<file path="src/rtl/dmem_arb_pkg.sv">
// Shared types, constants and address decode for the DMEM arbiter.
package dmem_arb_pkg;

  typedef enum logic [1:0] {
    OWN_NONE = 2'd0,
    OWN_CPU  = 2'd1,
    OWN_DMA  = 2'd2,
    OWN_DMAX = 2'd3
  } owner_e;

  localparam logic [31:0] DEADDEAD = 32'hDEAD_DEAD;

  // An address hits DMEM when every bit above the DMEM window is zero.
  function automatic logic dmem_hit(input logic [63:0] addr, input int unsigned abits);
    return ((addr >> abits) == 64'd0);
  endfunction

endpackage

</file>
<file path="src/rtl/dmem_arbiter_starve_ctr.sv">
// Saturating count of consecutive denied DMA cycles; flags when a DMA grant must be forced.
module starve_ctr #(
  parameter int unsigned LIMIT = 4
) (
  input  logic clk,
  input  logic rst_n,
  input  logic inc_i,
  input  logic clr_i,
  output logic forced_o
);

  localparam logic [3:0] LIM = 4'(LIMIT);

  logic [3:0] cnt_q;
  logic [3:0] cnt_d;

  // Next count: clear wins over increment, increment stops at the limit.
  always_comb begin
    cnt_d = cnt_q;
    if (clr_i) begin
      cnt_d = 4'd0;
    end else if (inc_i && (cnt_q != LIM)) begin
      cnt_d = cnt_q + 4'd1;
    end else begin
      cnt_d = cnt_q;
    end
  end

  // Counter register.
  always_ff @(posedge clk or negedge rst_n) begin
    if (!rst_n) begin
      cnt_q <= 4'd0;
    end else begin
      cnt_q <= cnt_d;
    end
  end

  assign forced_o = (cnt_q == LIM);

endmodule

</file>
<file path="src/rtl/dmem_arbiter.sv">
// Arbitrates the single-port DMEM between the CPU M stage (priority) and a DMA master,
// with a starvation-forced DMA grant and owner-tagged read returns.
module dmem_arbiter
  import dmem_arb_pkg::*;
#(
  parameter int unsigned DBITS        = 32,
  parameter int unsigned DMEMADDRBITS = 16,
  parameter int unsigned DMEMWORDBITS = 2,
  parameter int unsigned STARVELIMIT  = 4
) (
  input  logic                                 clk,
  input  logic                                 RESET_N,
  input  logic                                 cpu_req,
  input  logic                                 cpu_we,
  input  logic [DBITS-1:0]                     cpu_addr,
  input  logic [DBITS-1:0]                     cpu_wdata,
  output logic                                 cpu_stall,
  output logic                                 cpu_rvalid,
  output logic [DBITS-1:0]                     cpu_rdata,
  input  logic                                 dma_req,
  input  logic                                 dma_we,
  input  logic [DBITS-1:0]                     dma_addr,
  input  logic [DBITS-1:0]                     dma_wdata,
  output logic                                 dma_gnt,
  output logic                                 dma_rvalid,
  output logic [DBITS-1:0]                     dma_rdata,
  output logic                                 mem_we,
  output logic [DMEMADDRBITS-DMEMWORDBITS-1:0] mem_addr,
  output logic [DBITS-1:0]                     mem_wdata,
  input  logic [DBITS-1:0]                     mem_rdata
);

  localparam int unsigned WBITS = DMEMADDRBITS - DMEMWORDBITS;

  logic             cpu_hit_s;
  logic             dma_hit_s;
  logic             dma_miss_s;
  logic             forced_s;
  logic             cpu_win_s;
  logic             dma_win_s;
  logic             starve_inc_s;
  logic [WBITS-1:0] addr_q;
  logic [WBITS-1:0] addr_d;
  owner_e           owner_q;
  owner_e           owner_d;
  logic             cpu_xrd_q;
  logic             cpu_xrd_d;

  // Requests are masked while reset is held so nothing is granted during reset.
  always_comb begin
    cpu_hit_s    = RESET_N & cpu_req & dmem_hit(64'(cpu_addr), DMEMADDRBITS);
    dma_hit_s    = RESET_N & dma_req & dmem_hit(64'(dma_addr), DMEMADDRBITS);
    dma_miss_s   = RESET_N & dma_req & ~dmem_hit(64'(dma_addr), DMEMADDRBITS);
    dma_win_s    = dma_hit_s & (~cpu_hit_s | forced_s);
    cpu_win_s    = cpu_hit_s & ~dma_win_s;
    dma_gnt      = dma_win_s | dma_miss_s;
    cpu_stall    = cpu_hit_s & dma_win_s;
    starve_inc_s = dma_hit_s & ~dma_win_s;
  end

  starve_ctr #(
    .LIMIT(STARVELIMIT)
  ) u_starve_ctr (
    .clk     (clk),
    .rst_n   (RESET_N),
    .inc_i   (starve_inc_s),
    .clr_i   (dma_gnt),
    .forced_o(forced_s)
  );

  // Winner drives the array port; an idle cycle keeps the last word index.
  always_comb begin
    mem_we    = 1'b0;
    mem_addr  = addr_q;
    mem_wdata = {DBITS{1'b0}};
    if (dma_win_s) begin
      mem_we    = dma_we;
      mem_addr  = dma_addr[DMEMADDRBITS-1:DMEMWORDBITS];
      mem_wdata = dma_wdata;
    end else if (cpu_win_s) begin
      mem_we    = cpu_we;
      mem_addr  = cpu_addr[DMEMADDRBITS-1:DMEMWORDBITS];
      mem_wdata = cpu_wdata;
    end else begin
      mem_we    = 1'b0;
      mem_addr  = addr_q;
      mem_wdata = {DBITS{1'b0}};
    end
    addr_d = mem_addr;
  end

  // A DMA miss can share its cycle with a CPU array read, hence the side flag.
  always_comb begin
    owner_d   = OWN_NONE;
    cpu_xrd_d = 1'b0;
    if (dma_miss_s) begin
      owner_d   = OWN_DMAX;
      cpu_xrd_d = cpu_win_s & ~cpu_we;
    end else if (dma_win_s && !dma_we) begin
      owner_d = OWN_DMA;
    end else if (cpu_win_s && !cpu_we) begin
      owner_d = OWN_CPU;
    end else begin
      owner_d = OWN_NONE;
    end
  end

  // Owner and held address registers.
  always_ff @(posedge clk or negedge RESET_N) begin
    if (!RESET_N) begin
      owner_q   <= OWN_NONE;
      cpu_xrd_q <= 1'b0;
      addr_q    <= {WBITS{1'b0}};
    end else begin
      owner_q   <= owner_d;
      cpu_xrd_q <= cpu_xrd_d;
      addr_q    <= addr_d;
    end
  end

  // Return path: route the array data to the requester that owned last cycle's read.
  always_comb begin
    cpu_rvalid = (owner_q == OWN_CPU) | cpu_xrd_q;
    dma_rvalid = 1'b0;
    dma_rdata  = {DBITS{1'b0}};
    if (cpu_rvalid) begin
      cpu_rdata = mem_rdata;
    end else begin
      cpu_rdata = {DBITS{1'b0}};
    end
    case (owner_q)
      OWN_DMA: begin
        dma_rvalid = 1'b1;
        dma_rdata  = mem_rdata;
      end
      OWN_DMAX: begin
        dma_rvalid = 1'b1;
        dma_rdata  = DBITS'(DEADDEAD);
      end
      default: begin
        dma_rvalid = 1'b0;
        dma_rdata  = {DBITS{1'b0}};
      end
    endcase
  end

endmodule
</file>
<file path="config.mk">
export PLATFORM = sky130hd
export DESIGN_NAME = dmem_arbiter
export DESIGN_NICKNAME = d
export VERILOG_FILES = /design/src/rtl/dmem_arb_pkg.sv /design/src/rtl/dmem_arbiter_starve_ctr.sv /design/src/rtl/dmem_arbiter.sv
export SDC_FILE = /design/constraint.sdc
export NUM_CORES = 1
export LEC_CHECK = 0
export BUFFER_PORTS_ARGS = -buffer_cell sky130_fd_sc_hd__buf_2
export CAP_MARGIN = 40
export CORE_AREA = 2 2 109 111
export CTS_CLUSTER_SIZE = 20
export DETAILED_ROUTE_END_ITERATION = 6
export DIE_AREA = 0 0 111 113
export HOLD_SLACK_MARGIN = 0.02
export PLACE_DENSITY = 0.61
export SLEW_MARGIN = 20
export SYNTH_ARGS = -nofsm -noshare
export SYNTH_HDL_FRONTEND = slang
export SYNTH_SLANG_ARGS = --single-unit
</file>
<file path="constraint.sdc">
create_clock -name clk -period 1.68 [get_ports clk]
set_clock_uncertainty 0.2 [all_clocks]
set_input_delay 0.084 -clock clk [delete_from_list [all_inputs] [get_ports clk]]
set_output_delay 0.084 -clock clk [all_outputs]
set_load 0.02 [all_outputs]
</file>
==> impl_metrics.tcl <==
set metrics [dict create \
    synth-edff-count 0 \
    setup_viol 67 \
    routed_wl_mm 13.1 \
    postLayoutSetupSlackWorst_ns -0.592 \
    regArea_um2 527 \
    drcViolationCount 0 \
    required_ns 1.40 \
    netlist_area_mm2 0.00204 \
    hold_viol 0 \
    diodes 0 \
    numCtsBuffers 3 \
    post_drt_wl_per_cell_um 16.3 \
    tritoncts "done" \
    rsz0062_at_grt "true" \
    hp-class "in2reg" \
    grt_remaining_overflow 0 \
    grt.met1_usage_pct 18.0 \
    use_met3_pct 2.89 \
    violations "negative setup slack" \
    clock-sinks 21 \
    rows 39 \
    synthesis.nets 488 \
    clockRootBuffer "clkbuf_16" \
    numPortBuffers 276 \
    status "complete, but fails checks" \
    grt_use_total_pct 15.7 \
    comb_power_share_pct 38.5 \
    vias_per_cell 4.50 \
    power.density_mw_per_mm2 295 \
    synth_seq_cells 21 \
    syn_to_final_growth_pct 178 \
    drive_gt1_share_pct 68.7 \
    async_flop_share_pct 100 \
    worstSetupEndpointType "output port" \
    ys_types 26 \
    tns_ns -29.89 \
    startpoint_type "register" \
    multi_input_area_mm2 0.00206 \
    nets 833 \
    dieArea_mm2 0.0125 \
    mostFrequentLayoutCells "buf_2 (201), buf_6 (57), buf_4 (53)" \
    power_frac_seq_pct 30.4 \
    grt_use_met2_pct 30.8 \
    grt_start_max_net_pins 41 \
    irDropWorstVdd_v 0.000317 \
    vias 3630 \
    ant_nets 0 \
    finalCritPeriodShare_pct 135 \
    crit_arrival_ns 1.99 \
    worst_pin_slew_ns 0.334 \
    syn_avg_cell_area_um2 6.38 \
    finalMaxSlewViolations 0 \
    nFillCells 1026 \
    initial_core_util_pct 18.1 \
    gp_congestion 0.807 \
    min_period_ns 2.27 \
    antenna_found_initial 0 \
    drtIter0Drc 149 \
    final_common_cell "buf_2" \
    total_power_uw 1680 \
    clk_pin_slew_ns 0.06 \
    maxCapViolations 0 \
    swShare_pct 30.4 \
    worstPathMaxFanout 7 \
    grt_pass1_vias 3219 \
    die_w_um 111 \
    core_area_mm2 0.0113 \
    grt_pass1_wl_mm 16.3 \
    power_switching_uw 511 \
    yosysWarnings 0 \
    dpl.hpwl_mm 8.39 \
    die_h_um 113 \
    p_int_uw 1170 \
    timing.fmax_mhz 440 \
    clock_power_share_pct 31.0 \
    grt.busiest_layer "met2" \
    synth_cells 320 \
    dr.pass1.iters 4 \
    slew_headroom_pct 77.1 \
    synth-main-ff-cell "dfrtp_1" \
    criticalPathCategory "reg2out" \
    leakagePower_uw 0.00303 \
    worst_skew_pair.late_latency_ns 0.25 \
    cts_buffer_depth 2 \
    htreeDepth 1 \
    ioPinCount 281 \
    yosysSeqAreaShare_pct 25.7 \
]
## stage by stage
stage / cells / instance area, um^2 / utilization [%] / hold slack, ns / setup WS (ns)
after floorplan: 320 / 2350 / - / -0.412 / -0.233
after global placement: 740 / 3990 / 35.4 / -0.0811 / -0.370
after detailed placement: 740 / 3990 / 35.4 / -0.0731 / -0.377
after CTS: 777 / 4600 / 40.8 / 0.0309 / -0.559
after global routing: 807 / 5690 / 50.4 / 0.0604 / -0.661
final: 807 / 5690 / 50.4 / 0.0478 / -0.592
## area by class of cell
type	count	share of cell area, %
multi-input combinational	272	36.3
tap	143	3.15
timing repair buffer	361	49.4
sequential	21	9.26
clock buffer	3	1.32
clock inverter	1	0.132
inverter	6	0.396
## critical path: stages, from the launching register on
cell	delay [ns]
dfrtp_1	0.36
inv_2	0.04
ha_2	0.17
nand3b_1	0.13
inv_2	0.09
o311a_4	0.46
clkbuf_16	0.21
o21ai_4	0.13
buf_6	0.14
## state kept, by name, summed over array words and instances (netlist names)
name / count
u_starve_ctr.cnt_q: 4
addr_q: 14
cpu_xrd_q: 1
owner_q: 2
## logic make-up after synthesis
logic type,Yosys count,synth area share [%]
AND/OR/NAND/NOR,199,44.9
AO/OA/AOI/OAI,55,14.4
buffers and inverters,29,6.92
flip-flops,21,25.7
multiplexers,14,6.86
adder cells (fa/ha/maj),2,1.23
## cells in the mapped netlist, drive strengths merged, types with 6 or more instances
| cell type | instances | share of area (%) |
|---|---|---|
| and2 | 11 | 3.4 |
| nand3 | 6 | 1.5 |
| clkbuf | 10 | 1.8 |
| nor2 | 49 | 9.0 |
| nand2 | 85 | 16 |
| nor4 | 9 | 2.8 |
| dfrtp | 21 | 26 |
| buf | 13 | 4.0 |
| o21ai | 50 | 12 |
| mux2i | 14 | 6.9 |
| nor2b | 33 | 10 |
| inv | 6 | 1.1 |
## power groups by stage
stage,sequential (uW),clock [uW],combinational (uW)
3_5_place_dp,521,0,492
3_3_place_gp,521,0,492
4_1_cts,513,529,554
2_1_floorplan,520,0,185
5_1_grt,511,555,695
6_report,511,521,647
## routing by layer
layer  vias up  share of wire, %
met5         -                 0
met4         0               1.3
met3        14               6.7
met2       188                55
met1      1670                37
li1       1758                 -
## final timing paths
check                                                   from                                end  slack, ns  cells after the start
setup / recovery           u_starve_ctr.cnt_q[1]$_DFFE_PN0P_                      mem_wdata[16]      -0.59                      8
hold / removal                                       dma_req               owner_q[1]$_DFF_PN0_       0.05                      4
setup reg to reg           u_starve_ctr.cnt_q[1]$_DFFE_PN0P_               addr_q[13]$_DFF_PN0_      -0.30                      9
hold reg to reg            u_starve_ctr.cnt_q[3]$_DFFE_PN0P_  u_starve_ctr.cnt_q[3]$_DFFE_PN0P_       0.36                      2
max in group asynchronous                            RESET_N               owner_q[0]$_DFF_PN0_       0.84                      3
min in group asynchronous                            RESET_N                addr_q[3]$_DFF_PN0_       0.24                      3
## what timing repair did
action / CTS / global route
hold endpoints to repair: 38 / 0
buffers inserted: 2 / 12
pin swaps: 2 / 48
cloned: 1 / 18
resized for setup: 65 / 176
hold buffers: 30 / 0
setup endpoints to repair: 73 / 99
No activity file was read; power rests on OpenSTA's default activity.
